$ cat src/rtl/seq_merger_n_if.sv
// Stream bundle for seq_merger_n: NCH framed input streams plus the merged output.
// The slave modport is the merger's view; the master modport is the producer/consumer side.
interface seq_merger_n_if #(
  parameter int DW  = 8,
  parameter int NCH = 4
);
  localparam int SW = $clog2(NCH);

  logic [NCH*DW-1:0] data_in;
  logic [NCH-1:0]    last_in;
  logic [NCH-1:0]    req_in;
  logic [NCH-1:0]    ack_in;
  logic [DW-1:0]     data_o;
  logic [SW-1:0]     src_o;
  logic              last_o;
  logic              req_o;
  logic              ack_o;
  logic [NCH-1:0]    order_err;

  modport master (
    output data_in, last_in, req_in, ack_o,
    input  ack_in, data_o, src_o, last_o, req_o, order_err
  );

  modport slave (
    input  data_in, last_in, req_in, ack_o,
    output ack_in, data_o, src_o, last_o, req_o, order_err
  );
endinterface

$ cat src/rtl/seq_merger_n.sv
// seq_merger_n: merges NCH ascending, last-framed streams into one ascending stream via
// per-channel FIFOs and a registered output stage. Define ORDER_CHECK_EN for order checks.
module seq_merger_n #(
  parameter int DW  = 8,
  parameter int NCH = 4,
  parameter int L   = 16
) (
  input  logic          clk,
  input  logic          rst,
  seq_merger_n_if.slave bus
);
  localparam int SW = $clog2(NCH);
  localparam int AW = $clog2(L);
  localparam int EW = DW + 1;
  localparam logic [AW:0]    FULL_CNT = (AW+1)'(L);
  localparam logic [AW:0]    PTR_ONE  = (AW+1)'(1);
  localparam logic [NCH-1:0] ONE_HOT0 = {{(NCH-1){1'b0}}, 1'b1};

  typedef enum logic [0:0] {
    ST_RUN = 1'b0,
    ST_END = 1'b1
  } state_e;

  logic [EW-1:0]  mem_q  [NCH][L];
  logic [AW:0]    wptr_q [NCH];
  logic [AW:0]    rptr_q [NCH];

  logic [NCH-1:0] full;
  logic [NCH-1:0] empty;
  logic [NCH-1:0] push;
  logic [NCH-1:0] pop;
  logic [NCH-1:0] head_last;
  logic [DW-1:0]  head_data [NCH];
  logic [DW-1:0]  in_data   [NCH];

  state_e         state_q;
  logic [NCH-1:0] done_q;
  logic           req_o_q;
  logic           last_o_q;
  logic [DW-1:0]  data_o_q;
  logic [SW-1:0]  src_o_q;

  logic [NCH-1:0] active;
  logic [NCH-1:0] win_onehot;
  logic [SW-1:0]  win_idx;
  logic [DW-1:0]  win_data;
  logic           win_found;
  logic           win_last;
  logic           take;
  logic           frame_end;
  logic           load;

  // FIFO status and head-of-queue views per channel
  always_comb begin
    for (int c = 0; c < NCH; c++) begin
      in_data[c]   = bus.data_in[c*DW +: DW];
      full[c]      = ((wptr_q[c] - rptr_q[c]) == FULL_CNT);
      empty[c]     = (wptr_q[c] == rptr_q[c]);
      push[c]      = bus.req_in[c] & ~full[c];
      head_data[c] = mem_q[c][rptr_q[c][AW-1:0]][DW-1:0];
      head_last[c] = mem_q[c][rptr_q[c][AW-1:0]][DW];
    end
  end

  // Winner selection: strict less-than keeps ties on the lowest index
  always_comb begin
    active    = ~done_q;
    win_found = 1'b0;
    win_idx   = '0;
    win_data  = '0;
    take      = 1'b0;
    for (int c = 0; c < NCH; c++) begin
      take      = active[c] & (~win_found | (head_data[c] < win_data));
      win_found = win_found | take;
      win_idx   = take ? SW'(c) : win_idx;
      win_data  = take ? head_data[c] : win_data;
    end
    win_onehot = ONE_HOT0 << win_idx;
    win_last   = head_last[win_idx];
    // The frame ends when the winner's last word leaves no other channel active
    frame_end  = win_last & ((active & ~win_onehot) == '0);
    load       = (state_q == ST_RUN) & (~req_o_q | bus.ack_o) & win_found
               & ((active & empty) == '0);
    pop        = load ? win_onehot : '0;
  end

  // FIFO storage array, write side only
  always_ff @(posedge clk) begin
    for (int c = 0; c < NCH; c++) begin
      if (push[c]) begin
        mem_q[c][wptr_q[c][AW-1:0]] <= {bus.last_in[c], in_data[c]};
      end
    end
  end

  // FIFO read/write pointers with one extra wrap bit for full detection
  always_ff @(posedge clk) begin
    if (rst) begin
      for (int c = 0; c < NCH; c++) begin
        wptr_q[c] <= '0;
        rptr_q[c] <= '0;
      end
    end else begin
      for (int c = 0; c < NCH; c++) begin
        if (push[c]) begin
          wptr_q[c] <= wptr_q[c] + PTR_ONE;
        end
        if (pop[c]) begin
          rptr_q[c] <= rptr_q[c] + PTR_ONE;
        end
      end
    end
  end

  // Merge FSM with registered output stage and per-frame done tracking
  always_ff @(posedge clk) begin
    if (rst) begin
      state_q  <= ST_RUN;
      done_q   <= '0;
      req_o_q  <= 1'b0;
      data_o_q <= '0;
      src_o_q  <= '0;
      last_o_q <= 1'b0;
    end else begin
      case (state_q)
        ST_RUN: begin
          if (load) begin
            req_o_q  <= 1'b1;
            data_o_q <= win_data;
            src_o_q  <= win_idx;
            last_o_q <= frame_end;
            done_q   <= done_q | (win_last ? win_onehot : '0);
            if (frame_end) begin
              state_q <= ST_END;
            end
          end else if (bus.ack_o) begin
            req_o_q <= 1'b0;
          end
        end
        ST_END: begin
          done_q  <= '0;
          state_q <= ST_RUN;
          if (bus.ack_o) begin
            req_o_q <= 1'b0;
          end
        end
        default: begin
          state_q <= ST_RUN;
          done_q  <= '0;
          req_o_q <= 1'b0;
        end
      endcase
    end
  end

  assign bus.ack_in = ~full;
  assign bus.data_o = data_o_q;
  assign bus.src_o  = src_o_q;
  assign bus.last_o = last_o_q;
  assign bus.req_o  = req_o_q;

`ifdef ORDER_CHECK_EN
  logic [DW-1:0]  prev_q [NCH];
  logic [NCH-1:0] prev_vld_q;
  logic [NCH-1:0] order_err_q;

  // Sticky flag when an accepted word is below its predecessor in the same frame
  always_ff @(posedge clk) begin
    if (rst) begin
      prev_vld_q  <= '0;
      order_err_q <= '0;
      for (int c = 0; c < NCH; c++) begin
        prev_q[c] <= '0;
      end
    end else begin
      for (int c = 0; c < NCH; c++) begin
        if (push[c]) begin
          if (prev_vld_q[c] && (in_data[c] < prev_q[c])) begin
            order_err_q[c] <= 1'b1;
          end
          prev_q[c]     <= in_data[c];
          prev_vld_q[c] <= ~bus.last_in[c];
        end
      end
    end
  end

  assign bus.order_err = order_err_q;
`else
  assign bus.order_err = '0;
`endif

endmodule

$ cat src/flat_wrapper.sv
// flat-port wrapper written by rule: the top's interface ports become plain ports
module seq_merger_n_flat 
#(
  parameter int DW  = 8,
  parameter int NCH = 4,
  parameter int L   = 16
)
  (clk, rst, bus_data_in, bus_last_in, bus_req_in, bus_ack_o, bus_ack_in, bus_data_o, bus_src_o, bus_last_o, bus_req_o, bus_order_err);
  seq_merger_n_if #(.DW(DW), .NCH(NCH)) bus_i ();
  input  logic clk;
  input  logic rst;
  input wire logic [$bits(bus_i.data_in)-1:0] bus_data_in;
  input wire logic [$bits(bus_i.last_in)-1:0] bus_last_in;
  input wire logic [$bits(bus_i.req_in)-1:0] bus_req_in;
  input wire logic [$bits(bus_i.ack_o)-1:0] bus_ack_o;
  output wire logic [$bits(bus_i.ack_in)-1:0] bus_ack_in;
  output wire logic [$bits(bus_i.data_o)-1:0] bus_data_o;
  output wire logic [$bits(bus_i.src_o)-1:0] bus_src_o;
  output wire logic [$bits(bus_i.last_o)-1:0] bus_last_o;
  output wire logic [$bits(bus_i.req_o)-1:0] bus_req_o;
  output wire logic [$bits(bus_i.order_err)-1:0] bus_order_err;
  assign bus_i.data_in = bus_data_in;
  assign bus_i.last_in = bus_last_in;
  assign bus_i.req_in = bus_req_in;
  assign bus_i.ack_o = bus_ack_o;
  assign bus_ack_in = bus_i.ack_in;
  assign bus_data_o = bus_i.data_o;
  assign bus_src_o = bus_i.src_o;
  assign bus_last_o = bus_i.last_o;
  assign bus_req_o = bus_i.req_o;
  assign bus_order_err = bus_i.order_err;
  seq_merger_n #(.DW(DW), .NCH(NCH), .L(L)) u_core (.clk(clk), .rst(rst), .bus(bus_i));
endmodule
$ cat config.mk
export PLATFORM = sky130hd
export DESIGN_NAME = seq_merger_n_flat
export DESIGN_NICKNAME = d
export VERILOG_FILES = /design/src/rtl/seq_merger_n_if.sv /design/src/rtl/seq_merger_n.sv /design/src/flat_wrapper.sv
export SDC_FILE = /design/constraint.sdc
export NUM_CORES = 1
export LEC_CHECK = 0
export BUFFER_PORTS_ARGS = -buffer_cell sky130_fd_sc_hd__buf_2
export CAP_MARGIN = 15
export CELL_PAD_IN_SITES_DETAIL_PLACEMENT = 0
export CELL_PAD_IN_SITES_GLOBAL_PLACEMENT = 1
export CORE_ASPECT_RATIO = 1.4
export CORE_MARGIN = 3
export CORE_UTILIZATION = 30
export DETAILED_ROUTE_END_ITERATION = 10
export PLACE_DENSITY_LB_ADDON = 0.1
export SYNTH_ARGS = -nofsm -noshare
export SYNTH_HDL_FRONTEND = slang
export SYNTH_SLANG_ARGS = --single-unit
$ cat constraint.sdc
create_clock -name clk -period 13.7 [get_ports clk]
set_input_delay 0 -clock clk [delete_from_list [all_inputs] [get_ports clk]]
set_output_delay 0 -clock clk [all_outputs]
set_load 0.03 [all_outputs]
==> metrics.txt, run 1 <==
clk buf depth 3; Initial Util 30.4%; row cnt between 100 and 150; CP startpoint kind register; Max stage delay on crit path 960 ps; H-tree lvl count 3; Via-to-Cell Ratio 4.79; Yosys warnings 0; WL per Instance 24.3 um; fin. max-slew vios 0; Slew @ Worst Pin 1130 ps; final worst-path cycle share roughly 66%; power per cell area ~250 nW/um^2; layout cells sized above 1 24.4%; Fmax between 100 and 150 MHz; most used cell, CP a21o_1; Final nets 1,607; total track usage between 10% and 20%; crit path capture type register; cells on worst reg2reg path 26; Initial DRT Pass Iterations 7; EDFF count, synth 616; antenna violations before repair 0; most frequent cells in the layout 616 x edfxtp_1, 178 x mux4_2, 73 x clkbuf_16; TritonCTS Buffers 67; Gate Count Post-Synth 1,387; Internal 0.00469 W; total vias in the final route 13,100; placed inst area 28,300 um^2; mapped cell area 26,600 um^2; dpl ws 4460 ps; Clk Latency, worst-skew pair ~600 ps; sequential area share after synthesis 70.9%; Area Growth Syn to Fin 15.7%; register bit total from synthesis 633; status complete, no violations; Switch Pwr 0.00292 W; most common cell after layout, fill and taps aside edfxtp_1; drt drc 0; WS Path Type reg2reg; Die Footprint 92,300 um^2; leak pwr 9.98 nW; post-synth cell types 67; CTS tree built; Final setup viols 0; Worst Path Max Fanout 27; IO Count 63; switching share of power 38.4%; part of the power in registers 32.2%; hold crit path type in2reg; Worst-path clk slew roughly 60 ps; Inserted Diodes 0; combinational cell fraction of total power between 40 and 50%; min cycle time layout between 9000 and 10,000 ps; fin util 35.2%; Synth Flop Type edfxtp_1; largest net degree at the start of global routing 41; CP arrival 9370 ps; DR iter-0 viols 723; core footprint 87,400 um^2; PortBufs 58; Routed Wire Length roughly 66,000 um; CTS Root Cell clkbuf_16; Worst EP required 13,980 ps; hpwl dp ~43,000 um; vias in the first global route 14,200; slew margin rel. 24.3%; Hold Vio Cnt, Final 0; Clk pwr share 23.1%; CTS sink cnt 633; DIE HEIGHT 358 um; worst setup margin ~4600 ps; syn avg cell area 19.2 um^2; first-pass GRT wire length just under 100,000 um; setup TNS 0 ps; total grt overflow 0; Peak VDD IR 242 uV; ys async rst share 0%; RSZ-0062 raised after global routing false; Post-CTS Setup Inserts 0; worst hold path cell count 2; RD Place Congestion 0.748; Max-Cap Viols 0; Worst Clk Skew 15.1 ps; chip width 258 um; slowest cell on the critical path edfxtp_1; Post-DRT Antenna Nets 0; Post-Layout Inst Area 30,800 um^2; fill cell count 8,284
[per-layer routing]
layer  vias to the layer above  share of wire, %  wire, um  global-route usage (%)
li1                       5872                 -         -                       -
met1                      6899                42     27500                    18.0
met2                       220                53     35400                    26.6
met3                        71               3.3      2150                    2.33
met4                         0               1.7      1130                    3.81
met5                         -                 0         0                       0
[path summary, 6_finish.rpt]
| check | end | start | slack, ps |
|---|---|---|---|
| worst min-delay path | u_core.bus.data_o[5] | rst | 70 |
| worst max-delay path | u_core.rptr_q[3][2] | u_core.rptr_q[1][0] | 4610 |
| worst max register to register | u_core.rptr_q[3][2] | u_core.rptr_q[1][0] | 4610 |
| worst min register to register | u_core.done_q[3] | u_core.state_q | 520 |
[Yosys cell counts (all sizes together) (5+ instances only)]
cell / instances / area share, %
nor4: 6 / 0.14
nor3: 6 / 0.16
a31oi: 5 / 0.17
nor4b: 13 / 0.43
buf: 31 / 0.63
nor2: 69 / 1.0
mux4: 179 / 15
and3: 30 / 0.71
nand2b: 13 / 0.31
a21oi: 20 / 0.38
nand3: 22 / 0.41
o21ai: 14 / 0.26
xnor2: 15 / 0.49
nand2: 58 / 0.82
inv: 43 / 0.61
o21a: 7 / 0.20
nor2b: 5 / 0.12
or2: 6 / 0.14
dfxtp: 17 / 1.3
clkbuf: 32 / 0.45
edfxtp: 616 / 70
and2: 29 / 0.68
xor2: 17 / 0.56
a311oi: 7 / 0.30
a21o: 12 / 0.34
ha: 57 / 2.7
mux2i: 5 / 0.19
[through the flow]
step,std cells,power (W),hold slack [ps]
floorplan,1390,0.00499,98.9
global placement,2571,0.00594,380
detailed placement,2571,0.00596,392
CTS,2726,0.00776,58.9
global route,2726,0.00813,82.3
finish,2726,0.00760,69.1
[layout make-up]
cell class | count | area [um^2] | share of cell area (%)
well taps | 1170 | 1460 | 4.76
flip-flops and latches | 633 | 18800 | 61.2
repair buffers | 111 | 781 | 2.54
multi-input cells | 651 | 7430 | 24.1
inverters | 43 | 161 | 0.525
clock inverters | 31 | 218 | 0.708
clock buffers | 87 | 1880 | 6.11
[sequential cells by signal, indices dropped and copies added (netlist names)]
| register | cells |
|---|---|
| u_core.bus.data_o | 8 |
| u_core.bus.last_o | 1 |
| u_core.bus.req_o | 1 |
| u_core.bus.src_o | 2 |
| u_core.done_q | 4 |
| u_core.mem_q | 576 |
| u_core.rptr_q | 20 |
| u_core.state_q | 1 |
| u_core.wptr_q | 20 |
[power by group through the flow]
stage	clock network [W]	logic, W	registers [W]
after floorplan	0	0.00257	0.00242
after global placement	0	0.00344	0.00249
after detailed placement	0	0.00346	0.00250
after CTS	0.00182	0.00349	0.00246
after global routing	0.00189	0.00377	0.00247
final	0.00176	0.00340	0.00245
[cells by family after synthesis]
logic type      share of synthesized area (%)
flops                                    70.9
other cells                            0.0141
fa+ha+maj                                2.68
compound gates                           2.86
buf+inv                                  1.69
simple gates                             5.44
mux                                      15.4
xor+xnor                                 1.05
[worst max-delay path, delay by kind of cell (launching register included)]
family          cells  cell delay (ps)
simple gates        4              930
buf+inv             2              710
flops               1              960
compound gates     15             3930
mux                 2             1160
fa+ha+maj           3             1030
[timing repair]
| action | 4_1_cts | 5_1_grt |
|---|---|---|
| hold endpoints to repair | 577 | 0 |
| hold buffers | 37 | 0 |
| gates resized for setup | 0 | 0 |
Note: power is estimated with default switching activity, not from simulation.
==> inputs of run 2 (changes only) <==
ABC_AREA = 1   (was not set)
clock period = 8.23 ns   (was 13.7 ns; I/O delays follow)
==> run 2 against run 1 <==
Total power increased by 65%. Core utilization decreased by 0.090 points. Via count increased by 31%. Critical path depth increased by 6. Register-to-register slack got worse by 3600 ps. Combinational power increased by 64%. Final cell count increased by 30%. Non-clock buffer count increased by 20. Largest cell class unchanged. Largest power group unchanged.
==> metrics.txt, run 2 <==
chip width 258 um (+0.18%); register bit total from synthesis 633 (unchanged); final worst-path cycle share 87.6% (+21 points); area share of the largest cell type after synthesis 69.3% (-0.25 points); setup TNS 0 ps (unchanged); WS Path Type reg2reg; most common cell after layout, fill and taps aside edfxtp_1; Yosys top cell by area edfxtp_1; min cycle time layout 7210 ps (-1870 ps); CTS tree built; H-tree lvl count 3 (unchanged); most frequent cells in the layout 616 x edfxtp_1, 392 x nor2_1, 292 x nand2_1; IO Count 63 (unchanged); fin util 35.1% (-0.090 points); Yosys warnings 0 (unchanged); slowest cell on the critical path inv_2; total vias in the final route 17,200 (+31%); Fmax 139 MHz (+26%); RD Place Congestion 0.767 (+2.6%); crit path capture type register; DIE HEIGHT 359 um (+0.18%); PortBufs 58 (unchanged); mapped cell area 26,700 um^2 (+0.37%); Initial Util 30.5% (+0.056 points); WL met2 37,800 um (+6.9%); switching share of power 43.1% (+4.8 points); ys async rst share 0% (unchanged); antenna violations before repair 1 (+1); worst hold slack 59.0 ps (-10.0 ps); part of the power in registers 32.3% (about the same); Initial DRT Pass Iterations 5 (-2); power per cell area 409 nW/um^2 (+65%); total grt overflow 0 (unchanged); row cnt 128 (unchanged); sequential area share after synthesis 70.6% (-0.26 points); placed inst area 28,200 um^2 (-0.30%); leak pwr 10.6 nW (+5.7%); met1 wire length 32,800 um (+19%); Worst Path Max Fanout 55 (+100%); fill cell count 8,616 (+4.0%); worst hold path cell count 3 (+1); DR iter-0 viols 1,018 (+41%); CTS sink cnt 633 (unchanged); total track usage 16.2% (+1.6 points); Worst EP required 8460 ps (-5520 ps); CTS Root Cell clkbuf_16; cells on worst reg2reg path 32 (+23%); Hold EP u_core.wptr_q[0][2]; Post-Layout Inst Area 30,700 um^2 (about the same); Clk pwr share 23.2% (about the same); Via-to-Cell Ratio 4.86 (+1.5%); Slew @ Worst Pin 1140 ps (+13.4 ps); crit path from u_core.rptr_q[1][0]; worst r2r src u_core.rptr_q[1][0]; CP startpoint kind register; most used cell, CP nand2_1; Switch Pwr 0.00542 W (+86%); hold path startpoint bus_req_in[0]; clk buf depth 3 (unchanged); total power 0.0126 W (+65%); largest net degree at the start of global routing 77 (+88%); post-synth cell types 37 (-45%); Worst-path clk slew 60 ps (about the same); Max stage delay on crit path 760 ps (-200 ps); core footprint 87,600 um^2 (+0.18%); drt drc 0 (unchanged); Area Growth Syn to Fin 15.2%; max FFs per register 576 (unchanged); RSZ-0062 raised after global routing false; Inserted Diodes 0 (unchanged); hpwl dp 47,600 um (+11%); hold crit path type in2reg; Post-synth top cells 616 x edfxtp_1, 392 x nor2_1, 292 x nand2_1; slew margin rel. 23.5% (-0.86 points); Post-DRT Antenna Nets 0 (unchanged); status complete, no violations; reg2reg setup slack 1020 ps (-3600 ps); Clk Latency, worst-skew pair 600 ps (about the same); Routed Wire Length 75,500 um (+14%); Hold Vio Cnt, Final 0 (unchanged); Worst R2R End u_core.rptr_q[3][2]; Internal 0.00715 W (+53%); first-pass GRT wire length 113,000 um (+15%); layout cells sized above 1 8.43% (-16 points); routed length on met3 2860 um (+33%); largest cells by area after synthesis edfxtp_1 69%, nor2_1 5.5%, o21ai_0 5.2%; cell family with most CP delay compound AO/OA/AOI/OAI gates; combinational cell fraction of total power 44.5% (-0.2 points); Peak VDD IR 477 uV (+97%); Synth Flop Type edfxtp_1; Worst Clk Skew 16.4 ps (+1.34 ps); vias in the first global route 17,400 (+22%); TritonCTS Buffers 69 (+3.0%); CP arrival 7440 ps (-1930 ps); number of gates resized after CTS 0 (unchanged); DR top layer met4; Gate Count Post-Synth 2,216 (+60%); Die Footprint 92,600 um^2 (+0.36%); most numerous cell in the Yosys netlist edfxtp_1; Final nets 2,409 (+50%); fin. max-slew vios 0 (unchanged); WL per Instance 21.4 um (-12%); Buf/Inv on CP 2 (unchanged); Max-Cap Viols 0 (unchanged); Final setup viols 0 (unchanged); EDFF count, synth 616 (unchanged); syn avg cell area 12.0 um^2 (-37%)
## run 2: cell types whose count changed after synthesis, sizes merged, moves of 38 or more
cell	delta
nor2	+325
a21oi	+39
inv	+47
o22ai	+74
mux4	-179
o21ai	+268
clkbuf	+65
nand3	+38
o221ai	+40
nand2	+241
## run 2: worst max path at each step
stage | cells past startpoint | to | slack, ps
floorplan | 36 | u_core.rptr_q[3][0] | 2320
global placement | 32 | u_core.rptr_q[3][3] | 1190
detailed placement | 32 | u_core.rptr_q[3][0] | 960
CTS | 32 | u_core.rptr_q[3][2] | 940
global route | 34 | u_core.rptr_q[0][1] | 290
finish | 32 | u_core.rptr_q[3][2] | 1020
## run 2: what timing repair did
item,in CTS,in global routing
setup buffers,0,0
hold buffers,41,0
endpoints found under the hold margin,600,0
## run 2: logic make-up (layout without fill, tap and decap cells)
family / after synthesis / count (layout) / synth area share (%)
DFF: 633 / 633 / 70.6
xor gates and xnor gates: 28 / 28 / 0.919
AOI/OAI and AO/OA: 524 / 524 / 11.5
buffers and inverters: 216 / 358 / 3.17
adders and majority gates: 57 / 57 / 2.67
and+or+nand+nor: 757 / 757 / 11.1
other: 1 / 4 / 0.0141
## run 2: power by group through the flow
stage | Combinational, W | Clock [W] | Sequential (W)
global route | 0.00634 | 0.00314 | 0.00409
finish | 0.00559 | 0.00292 | 0.00406
global placement | 0.00560 | 0 | 0.00413
detailed placement | 0.00566 | 0 | 0.00414
floorplan | 0.00383 | 0 | 0.00409
CTS | 0.00570 | 0.00301 | 0.00407
## run 2: stage by stage
stage | instances | setup WS, ps
global placement | 3361 | 1190
floorplan | 2219 | 2320
CTS | 3527 | 940
detailed placement | 3363 | 960
global route | 3531 | 293
finish | 3531 | 1020
## run 2: layout make-up
type	instances	area [um^2]	share of cell area [%]
Clock inverter	43	268	0.871
Clock buffer	80	1810	5.89
Sequential cell	633	18800	61.3
Inverter	104	390	1.27
Tap cell	1170	1460	4.76
Timing Repair Buffer	131	965	3.14
Multi-Input combinational cell	1370	7010	22.8
## run 2: layer usage
layer  track usage, %  up-vias
met3             2.49       98
met1             20.7     8554
li1                 -     8205
met4             5.00        0
met5                0        -
met2             28.1      315
## run 2: worst reg2reg max path, delay by kind of cell (launching register included)
family | cells | cell delay (ps)
flip-flops | 1 | 400
buffers and inverters | 2 | 1170
adder cells (fa/ha/maj) | 3 | 960
AND/OR/NAND/NOR | 18 | 1590
AO/OA/AOI/OAI | 9 | 2710
